===== config.mk =====
export PLATFORM = sky130hd
export DESIGN_NAME = wc_tile_sched
export DESIGN_NICKNAME = d
export VERILOG_FILES = /design/src/rtl/wc_tile_sched.sv
export SDC_FILE = /design/constraint.sdc
export NUM_CORES = 1
export LEC_CHECK = 0
export BUFFER_PORTS_ARGS = -buffer_cell sky130_fd_sc_hd__buf_2
export CAP_MARGIN = 20
export CELL_PAD_IN_SITES_DETAIL_PLACEMENT = 1
export CELL_PAD_IN_SITES_GLOBAL_PLACEMENT = 2
export CORE_MARGIN = 8
export CORE_UTILIZATION = 40
export DETAILED_ROUTE_END_ITERATION = 10
export GPL_TIMING_DRIVEN = 0
export PLACE_DENSITY_LB_ADDON = 0.05
export SYNTH_ARGS = -nofsm -noshare
export SYNTH_HDL_FRONTEND = slang
export SYNTH_SLANG_ARGS = --single-unit
export TNS_END_PERCENT = 1

===== constraint.sdc =====
create_clock -name clk -period 16.7 [get_ports clk]
set_input_delay 1.67 -clock clk [delete_from_list [all_inputs] [get_ports clk]]
set_output_delay 1.67 -clock clk [all_outputs]
set_load 0.01 [all_outputs]

===== src/rtl/wc_tile_sched.sv =====
// rtl/wc_tile_sched.sv - overlapping-tile scheduler and result buffer around the wc datapath
// Packs samples into stride-N_OUT tiles, launches them under FIFO credit and buffers results.
module wc_tile_sched #(
  parameter int DW    = 10,
  parameter int N_IN  = 8,
  parameter int N_OUT = 5,
  parameter int LAT   = 6,
  parameter int FD    = 4
) (
  input  logic                  clk,
  input  logic                  rst,
  input  logic [DW-1:0]         s_data,
  input  logic                  s_valid,
  input  logic                  s_last,
  output logic                  s_ready,
  output logic [N_IN*DW-1:0]    wc_d,
  input  logic [N_OUT*DW-1:0]   wc_z,
  output logic [N_OUT*DW-1:0]   m_data,
  output logic                  m_valid,
  output logic                  m_last,
  input  logic                  m_ready,
  output logic                  busy
);
  localparam int CW = $clog2(N_IN + 1);
  localparam int KW = $clog2(FD + 1);
  localparam int PW = (FD > 1) ? $clog2(FD) : 1;

  typedef enum logic {FILL, PEND} state_t;
  state_t state, state_nx;

  logic                en, need_first, pend_last;
  logic                close, accept, launch, pop;
  logic [CW-1:0]       cnt, cnt_n, need, pad;
  logic [N_IN*DW-1:0]  win, win_sh, win_nx;
  logic [LAT-1:0]      tok_v, tok_l;
  logic                cap_v, cap_l;
  logic [N_OUT*DW-1:0] cap_z;
  logic [KW-1:0]       credit, count;
  logic [PW-1:0]       wr_ptr, rd_ptr;
  logic [N_OUT*DW-1:0] mem [FD];
  logic [FD-1:0]       lmem;

  function automatic logic [PW-1:0] nxt(input logic [PW-1:0] p);
    return (p == PW'(FD - 1)) ? '0 : p + 1'b1;
  endfunction

  assign s_ready = en & (state == FILL);
  assign accept  = s_ready & s_valid;
  assign launch  = (state == PEND) && (credit != '0);
  assign pop     = m_valid & m_ready;
  assign cnt_n   = cnt + 1'b1;
  assign need    = need_first ? CW'(N_IN) : CW'(N_OUT);
  assign pad     = need - cnt_n;
  // A short closing tile is padded by shifting zeros in behind the final sample
  assign win_sh  = {win[(N_IN-1)*DW-1:0], s_data};
  assign win_nx  = s_last ? (win_sh << (int'(pad) * DW)) : win_sh;

  assign m_valid = (count != '0);
  assign m_data  = mem[rd_ptr];
  assign m_last  = m_valid & lmem[rd_ptr];
  assign busy    = ~need_first | (cnt != '0) | (state == PEND) | (|tok_v) | cap_v | m_valid;

  always_ff @(posedge clk or posedge rst) begin
    if (rst) state <= FILL;
    else     state <= state_nx;
  end

  always_comb begin
    state_nx = state;
    close    = 1'b0;
    case (state)
      FILL: if (accept && ((cnt_n == need) || s_last)) begin
        close    = 1'b1;
        state_nx = PEND;
      end
      PEND: if (launch) state_nx = FILL;
      default: state_nx = FILL;
    endcase
  end

  always_ff @(posedge clk or posedge rst) begin
    if (rst) begin
      en         <= 1'b0;
      cnt        <= '0;
      need_first <= 1'b1;
      pend_last  <= 1'b0;
      win        <= '0;
      wc_d       <= '0;
      tok_v      <= '0;
      tok_l      <= '0;
      cap_v      <= 1'b0;
      cap_l      <= 1'b0;
      cap_z      <= '0;
      credit     <= KW'(FD);
      count      <= '0;
      wr_ptr     <= '0;
      rd_ptr     <= '0;
      lmem       <= '0;
      for (int i = 0; i < FD; i++) mem[i] <= '0;
    end else begin
      en <= 1'b1;
      if (accept) begin
        win <= win_nx;
        cnt <= cnt_n;
      end
      if (close) pend_last <= s_last;
      if (launch) begin
        wc_d       <= win;
        cnt        <= '0;
        need_first <= pend_last;
        if (pend_last) win <= '0;
      end
      // Token exit samples wc_z; the capture stage then writes the FIFO on the next edge
      tok_v <= {tok_v[LAT-2:0], launch};
      tok_l <= {tok_l[LAT-2:0], launch & pend_last};
      cap_v <= tok_v[LAT-1];
      cap_l <= tok_l[LAT-1];
      if (tok_v[LAT-1]) cap_z <= wc_z;
      if (cap_v) begin
        mem[wr_ptr]  <= cap_z;
        lmem[wr_ptr] <= cap_l;
        wr_ptr       <= nxt(wr_ptr);
      end
      if (pop) rd_ptr <= nxt(rd_ptr);
      count  <= count + KW'(cap_v) - KW'(pop);
      credit <= credit - KW'(launch) + KW'(pop);
    end
  end
endmodule

Word level (Yosys, flattened, before mapping)
Index checks and enable logic that the tools add are counted.

Multipliers: 1. Mux-type cells: 24. Reduce and logical (&&, ||, !) cells: 10. Eq/ne operators: 3. Bitwise operators: 14. $add $sub $neg: 8. Order comparisons: 6. Shift-type cells: 1.

Operator list (number): 80-bit 2-to-1 mux (4); 200-bit bitwise mux (1); 50-bit 2-to-1 mux (3); 50-bit binary-select mux with 2-bit select (1); 50-bit demux with 2-bit select (1); 80-bit by 8-bit left shift with 80-bit output (1); 4-bit 2-to-1 mux (3); 4-bit by 3-bit multiplier with 7-bit output, second input constant (1); 3-bit by 1-bit adder with 3-bit output (2); 3-bit greater-or-equal comparator, second input constant (2); 2-bit by 3-bit less-than comparator with 1-bit output, second input constant (2); 2-bit inverter with 3-bit output (2); 3-bit nonzero test (2); 6-bit OR reduction (1); 3-bit by 1-bit subtractor with 3-bit output (2); 1-bit bitwise AND (5); 1-bit 2-to-1 mux (5); 1-bit bitwise OR (5); 2-bit by 1-bit adder with 2-bit output, second input constant (2); 4-bit by 1-bit adder with 4-bit output, second input constant (1); 4-bit bitwise mux (1); 2-bit == test, second input constant (2); 4-bit == test (1); 1-bit logical AND (4); 11 further kinds (13).

Register bits: 446. Logic and storage cells: 88. Input port bits: 65. Output and inout bits: 134.

Logic depth before layout (Yosys ltp)
Gate-level depths: netlist of run 1.

Depth in word-level cells: 8. Depth in mapped cells: 18. Depth with buffers taken out: 16.

Least setup slack after synthesis of run 1
Ideal clock, no wire load.

Kind: flip-flop to flip-flop. Start: register cnt[0]. End: register win[38]. Arrival: 4.033 ns. Library setup time: 0.127 ns. Path slack: 12.540 ns. Path buffers: 2. Data required time: 16.573 ns. Cell stages (with the launch flop): 17. Clock period less this slack: 4.160 ns. Path through: dfrtp_1 > ha_1 > xnor2_1 > ha_1 > nor3b_1 > nor2_1 > xnor2_1 > ha_1 > ha_1 > buf_2 > buf_1 > mux4_2 > mux2_2 > o21ai_0 > o22ai_1 > a221oi_1 > nor2_1.

Longest elaborated chain between the ends: 8.

Ends and longest elaborated chain: start: declaration (line 33) `logic [CW-1:0] cnt, cnt_n, need, pad;`; start signal: assignment (line 104) `cnt <= cnt_n;`; 4-bit by 1-bit adder with 4-bit output * (line 51) `assign cnt_n = cnt + 1'b1;`; 4-bit subtractor * (line 53) `assign pad = need - cnt_n;`; 4-bit by 3-bit multiplier with 7-bit output * (line 56) `assign win_nx = s_last ? (win_sh << (int'(pad) * DW)) : win_sh;`; 80-bit by 8-bit left shift with 80-bit output * (line 56); 80-bit 2-to-1 mux * (line 56); 80-bit 2-to-1 mux * (line 102) `if (accept) begin`; 80-bit 2-to-1 mux (line 111) `if (pend_last) win <= '0;`; 80-bit 2-to-1 mux * (line 107) `if (launch) begin`; end signal: assignment (line 103) `win <= win_nx;`; end: declaration (line 34) `logic [N_IN*DW-1:0] win, win_sh, win_nx;`.

Every way passes the cells marked *; elsewhere a longest branch is shown, timed or not. A chain may end at the register's enable or synchronous reset.

Worst setup path after layout of run 1
Start: register cnt[0]. End: register win[69].

Same word-level chain as after synthesis.

==> reports/qor.yml, run 1 <==
clock_network:
  cts_resized: 0
  clkLatencyLatePin_ns: 0.61
  cts_tree: "yes"
  ctsHoldBuffers: 0
  cts.htree.levels: 2
  clock_sinks: 446
  clk_pin_slew_worst_paths_ns: 0.06
  post-cts-setup-buffer-count: 0
  cts_buffer_depth: 3
  cts_root_buf: "clkbuf_16"
  cts_inserted_buffers: 49
min_path:
  min_path_cells: 0
  hold_path_startpoint: "tok_l[1]$_DFF_PP0_"
  hp-class: "flip-flop to flip-flop"
  hold_end: "tok_l[2]$_DFF_PP0_"
timing:
  hold_violations: 0
  max_slew.worst_pin.slew_ns: 1.29
  rsz0062_at_grt: "no"
  setup_violations: 0
  fin_worst_skew_ns: 0.0323
  finalCriticalPeriod_ns: 7.49
  max_freq_mhz: 134
  fin_crit_sh_pct: 44.8
  drv_slew: 0
  max-slew-margin-rel_pct: 13.0
placed_design:
  dp_hpwl_um: 83600
  io_buffers: 198
  gp_congestion: 1.04
grt:
  grt_pass1_vias: 22200
  grt_pass1_wl_um: 166000
  grt_usage_pct: 32.6
  antenna_found_initial: 3
  overflow: 0
  grt_max_degree: 131
floorplanning:
  core.rowCount: 91
  die_y_um: 265
  die-area_um2: 70300
  die_w_um: 265
  core_um2: 61500
  io_pins: 199
  initial_core_util_pct: 40.4
yosys:
  syn_nets: 2213
  synth_seq_area_share_pct: 45.0
  synth_edf_count: 0
  yosysUniqueCellTypes: 77
  synthTopCellsByCount: "dfrtp_1, nand2_1, mux2_2"
  synth_area_leaders: "dfrtp_1, mux4_2, mux2_2"
  yosysMostFrequentCell: "dfrtp_1"
  yosysWarningCount: 0
  synthCells: 2126
  yosys.area.top_type: "dfrtp_1"
  syn_area_um2: 24800
  synthArstFlopShare_pct: 100
  syn_area_per_cell_um2: 11.7
  synth_ff_type: "dfrtp_1"
  netlist.area_leader.share_pct: 44.8
  ys_ff_latch: 446
finish:
  drive_gt1_share_pct: 32.6
  area_growth_pct: 15.2
  final_util_pct: 46.5
  layout.nets: 2471
  fillCellCount: 6627
job:
  timing.max_cap.violations: 0
setup_path:
  regToRegStartpoint: "cnt[0]$_DFFE_PP0P_"
  startpoint_type: "flip-flop"
  reg2reg_slack_ns: 9.21
  worst_ep_arrival_time_ns: 7.95
  r2r_cells: 16
  critPathKind: "flip-flop to flip-flop"
  required_ns: 17.16
  crit_fanout: 10
  crit_path_end_kind: "flip-flop"
  r2r_end: "win[69]$_DFF_PP0_"
route:
  drt-vias-per-instance: 6.46
  wl_um: 116000
  vias: 20700
  drc: 0
  drt-wirelength-per-cell_um: 36.0
  dr.first_iter.drc_count: 2311
  dr.pass1.iters: 5
  final_antenna_net_count: 0
outcome:
  status: "completed"
[kinds of logic after synthesis]
kind of cell / after synthesis / share of synthesized area (%)
multiplexers: 534 / 30.7
AND/OR/NAND/NOR: 517 / 9.04
flip-flops: 446 / 45.0
AO/OA/AOI/OAI: 366 / 9.55
buffers and inverters: 229 / 3.96
adder cells (fa/ha/maj): 22 / 1.20
XOR/XNOR: 11 / 0.570
other: 1 / 0.0151
[layer usage]
layer / up-vias / routed length, um / global-route usage, %
met2: 1153 / 53600 / 52.4
met4: 6 / 8070 / 18.7
met3: 385 / 9380 / 7.46
met1: 10800 / 44600 / 40.4
li1: 8363 / - / -
met5: - / 42 / 0
[placed cells by master (no fill, tap or decap), types with 7 or more instances in the layout]
cell and n:
dfrtp_1 444, nand2_1 326, mux2_2 290, buf_2 229, mux4_2 152, clkbuf_1 133
o21ai_0 101, mux2i_1 92, a21oi_1 89, nor2_1 67, clkbuf_16 50, buf_1 33
nand3_1 30, a221oi_1 30, inv_1 26, nor3_1 20, ha_1 19, o22ai_1 16
a211oi_1 15, and3_1 14, buf_4 13, a31oi_1 13, o2bb2ai_1 13, nor2b_1 12
clkbuf_8 10, clkinv_2 10, nand2b_1 9, a22o_1 9, o211ai_1 8, a22oi_1 8
a21o_1 7, xnor2_1 7
[through the flow]
step	setup TNS, ns	instance area, um^2	hold WS, ns	setup slack (ns)	cells
floorplan	0	24800	0.331	2.60	2126
global placement	-896.75	26800	0.339	-2.11	3114
detailed placement	0	27000	0.338	9.58	3121
CTS	0	28600	0.340	9.56	3210
global route	0	28600	0.350	9.23	3212
finish	0	28600	0.350	9.21	3213
[worst max-delay path, cell delays in order (launching register included)]
cell	delay (ns)
dfrtp_1	0.41
inv_1	0.10
ha_1	0.27
buf_2	0.44
clkinv_1	0.68
buf_1	0.61
clkbuf_1	0.57
ha_1	0.39
ha_1	0.57
buf_2	0.39
buf_2	0.45
buf_2	0.46
buf_2	0.44
buf_1	0.68
a31oi_1	0.28
mux2i_1	0.44
o22ai_1	0.14
[final cells by class]
cell class | instances | area (um^2) | area share (%)
Inverter | 29 | 116 | 0.407
Clock buffer | 74 | 1440 | 5.04
Clock inverter | 15 | 176 | 0.617
Tap cell | 790 | 988 | 3.46
Antenna cell | 1 | 2.50 | 0.00875
Multi-Input combinational cell | 1451 | 12700 | 44.3
Timing Repair Buffer | 207 | 1150 | 4.03
Buffer | 200 | 875 | 3.06
Sequential cell | 446 | 11200 | 39.0
[worst max path at each step]
stage                            start               endpoint  slack [ns]  depth (start not counted)
CTS                 cnt[0]$_DFFE_PP0P_      win[50]$_DFF_PP0_        9.56                         17
global route        cnt[0]$_DFFE_PP0P_      win[50]$_DFF_PP0_        9.23                         17
finish              cnt[0]$_DFFE_PP0P_      win[69]$_DFF_PP0_        9.21                         16
floorplan                          rst        cap_l$_DFF_PP0_        2.60                          1
detailed placement  cnt[0]$_DFFE_PP0P_      win[50]$_DFF_PP0_        9.58                         17
global placement                   rst  cap_z[22]$_DFFE_PP0P_       -2.11                          2
[sequential cells by signal, indices dropped and copies added, names as in the netlist, 2 cells and up]
signal,count
wr_ptr,2
cap_z,50
rd_ptr,2
cnt,4
wc_d,80
count,3
credit,3
win,80
tok_l,6
mem,200
lmem,4
tok_v,6
Power of run 1 is not shown: default switching activity piles up to over one toggle a cycle in this logic, so the estimate is an artifact.
==> run 2, diff against run 1 <==
- clock period: 16.7 -> 7.8 ns (I/O delays scaled with it)
==> run 2 against run 1 <==
Against the previous run: fmax fell by 2.9%; cell count rose by 0.47%; wire length fell by 0.29%; register-to-register slack got worse by 9.1 ns; design area rose by 0.81%; non-clock buffer count rose by 10; highest routed layer is now met4; critical endpoint is now win[49]$_DFF_PP0_; first-iteration DRC count rose by 4.1%; utilization rose by 0.38 points; hold slack got worse by 0.17 ns; die area did not move; sequential share of layout area fell by 0.31 points.
==> reports/qor.yml, run 2 (synthesis results as in run 1) <==
outcome:
  status: "completed"
route:
  drt-wirelength-per-cell_um: 35.7
  final_antenna_net_count: 0
  wl_um: 115000
  dr.pass1.iters: 6
  drc: 0
  dr.first_iter.drc_count: 2406
  vias: 20900
  drt-vias-per-instance: 6.47
floorplanning:
  die_y_um: 265
  core_um2: 61500
  die-area_um2: 70300
  initial_core_util_pct: 40.4
  core.rowCount: 91
  die_w_um: 265
  io_pins: 199
setup_path:
  critPathKind: "flip-flop to flip-flop"
  required_ns: 8.28
  startpoint_type: "flip-flop"
  worst_ep_arrival_time_ns: 8.19
  crit_path_end_kind: "flip-flop"
  regToRegStartpoint: "cnt[0]$_DFFE_PP0P_"
  crit_start: "cnt[0]$_DFFE_PP0P_"
  crit_fanout: 10
grt:
  grt_usage_pct: 32.7
  grt_pass1_vias: 22400
  overflow: 0
  grt_pass1_wl_um: 167000
  grt_max_degree: 45
  antenna_found_initial: 1
clock_network:
  cts_root_buf: "clkbuf_16"
  cts_buffer_depth: 3
  post-cts-setup-buffer-count: 0
  clkLatencyLatePin_ns: 0.62
  cts_resized: 0
  cts_tree: "yes"
  ctsHoldBuffers: 0
  clock_sinks: 446
  cts.htree.levels: 2
  cts_inserted_buffers: 50
  clk_pin_slew_worst_paths_ns: 0.06
finish:
  largest_register: "mem"
  layout_commonest_cell: "dfrtp_1"
  reg.largest.list: "mem x200, wc_d x80, win x80"
  largest_reg_flops: 200
  layout.nets: 2482
  drive_gt1_share_pct: 33.2
  area_growth_pct: 16.2
  layout_common_cells: "dfrtp_1, nand2_1, mux2_2"
job:
  timing.max_cap.violations: 0
timing:
  max_freq_mhz: 130
  max_slew.worst_pin.slew_ns: 1.29
  max-slew-margin-rel_pct: 13.1
  fin_hold_ws_ns: 0.181
  fin_worst_skew_ns: 0.0214
  setup_violations: 0
  drv_slew: 0
  finalCriticalPeriod_ns: 7.71
  worst_slack_ns: 0.0874
  rsz0062_at_grt: "no"
  hold_violations: 0
  fin_crit_sh_pct: 98.9
placed_design:
  io_buffers: 198
  dp_hpwl_um: 83600
  gp_congestion: 1.05
  pre_cts_slack_ns: 0.643
min_path:
  hp-class: "input port to asynchronous set/reset pin"
==> run 2: changes by cell type in the layout (fill, tap and decap cells not counted), sizes merged <==
| cell | previous run | this run |
|---|---|---|
| clkinv | 12 | 17 |
| clkbuf | 194 | 191 |
| buf | 286 | 296 |
| clkinvlp | 0 | 3 |
==> run 2: routing by layer <==
layer | part of all wire (%) | wire length (um) | GRT usage, % | vias to the layer above
met5 | 0 | 0 | 0 | -
met4 | 7.6 | 8760 | 20.5 | 0
met3 | 8.0 | 9200 | 6.04 | 379
met2 | 46 | 53300 | 52.2 | 1169
met1 | 38 | 44100 | 41.0 | 11000
li1 | - | - | - | 8384
==> run 2: area by class of cell <==
class                   count  area (um^2)
repair buffers            217         1310
multi-input cells        1451        12700
flip-flops and latches    446        11200
clock inverters            23          239
well taps                 790          988
diodes                      1         2.50
plain buffers             200          875
fillers                  6626        32700
inverters                  29          113
clock buffers              71         1450
==> run 2: critical path, stage by stage, from the launching register on <==
cell and delay (ns):
dfrtp_1 0.42, inv_1 0.09, ha_1 0.28, buf_2 0.46, clkinv_1 0.71, buf_1 0.61
clkbuf_1 0.53, ha_1 0.38, ha_1 0.49, buf_2 0.33, buf_2 0.32, inv_1 0.36
buf_2 0.44, clkbuf_1 0.78, o211ai_1 0.25, a21oi_1 0.58, o211ai_1 0.15, a21oi_1 0.34
==> run 2: final timing paths <==
| check | to | slack (ns) | depth (start not counted) |
|---|---|---|---|
| max | win[49]$_DFF_PP0_ | 0.09 | 17 |
| min | wc_d[33]$_DFFE_PP0P_ | 0.18 | 2 |
| max reg2reg | win[49]$_DFF_PP0_ | 0.09 | 17 |
| min reg2reg | tok_l[2]$_DFF_PP0_ | 0.36 | 0 |
| max in group asynchronous | mem[173]$_DFFE_PP0P_ | 5.92 | 7 |
| min in group clk | tok_l[2]$_DFF_PP0_ | 0.36 | 0 |
==> run 2: metrics by stage <==
stage	TNS, ns	cell area [um^2]	std cells	util, %
floorplan	0	24800	2126	-
global placement	-671.02	26800	3114	43.6
detailed placement	0	27100	3131	44.1
CTS	0	28800	3225	46.8
global route	0	28800	3227	46.9
finish	0	28800	3228	46.9
Power of run 2 is left out for the same reason.
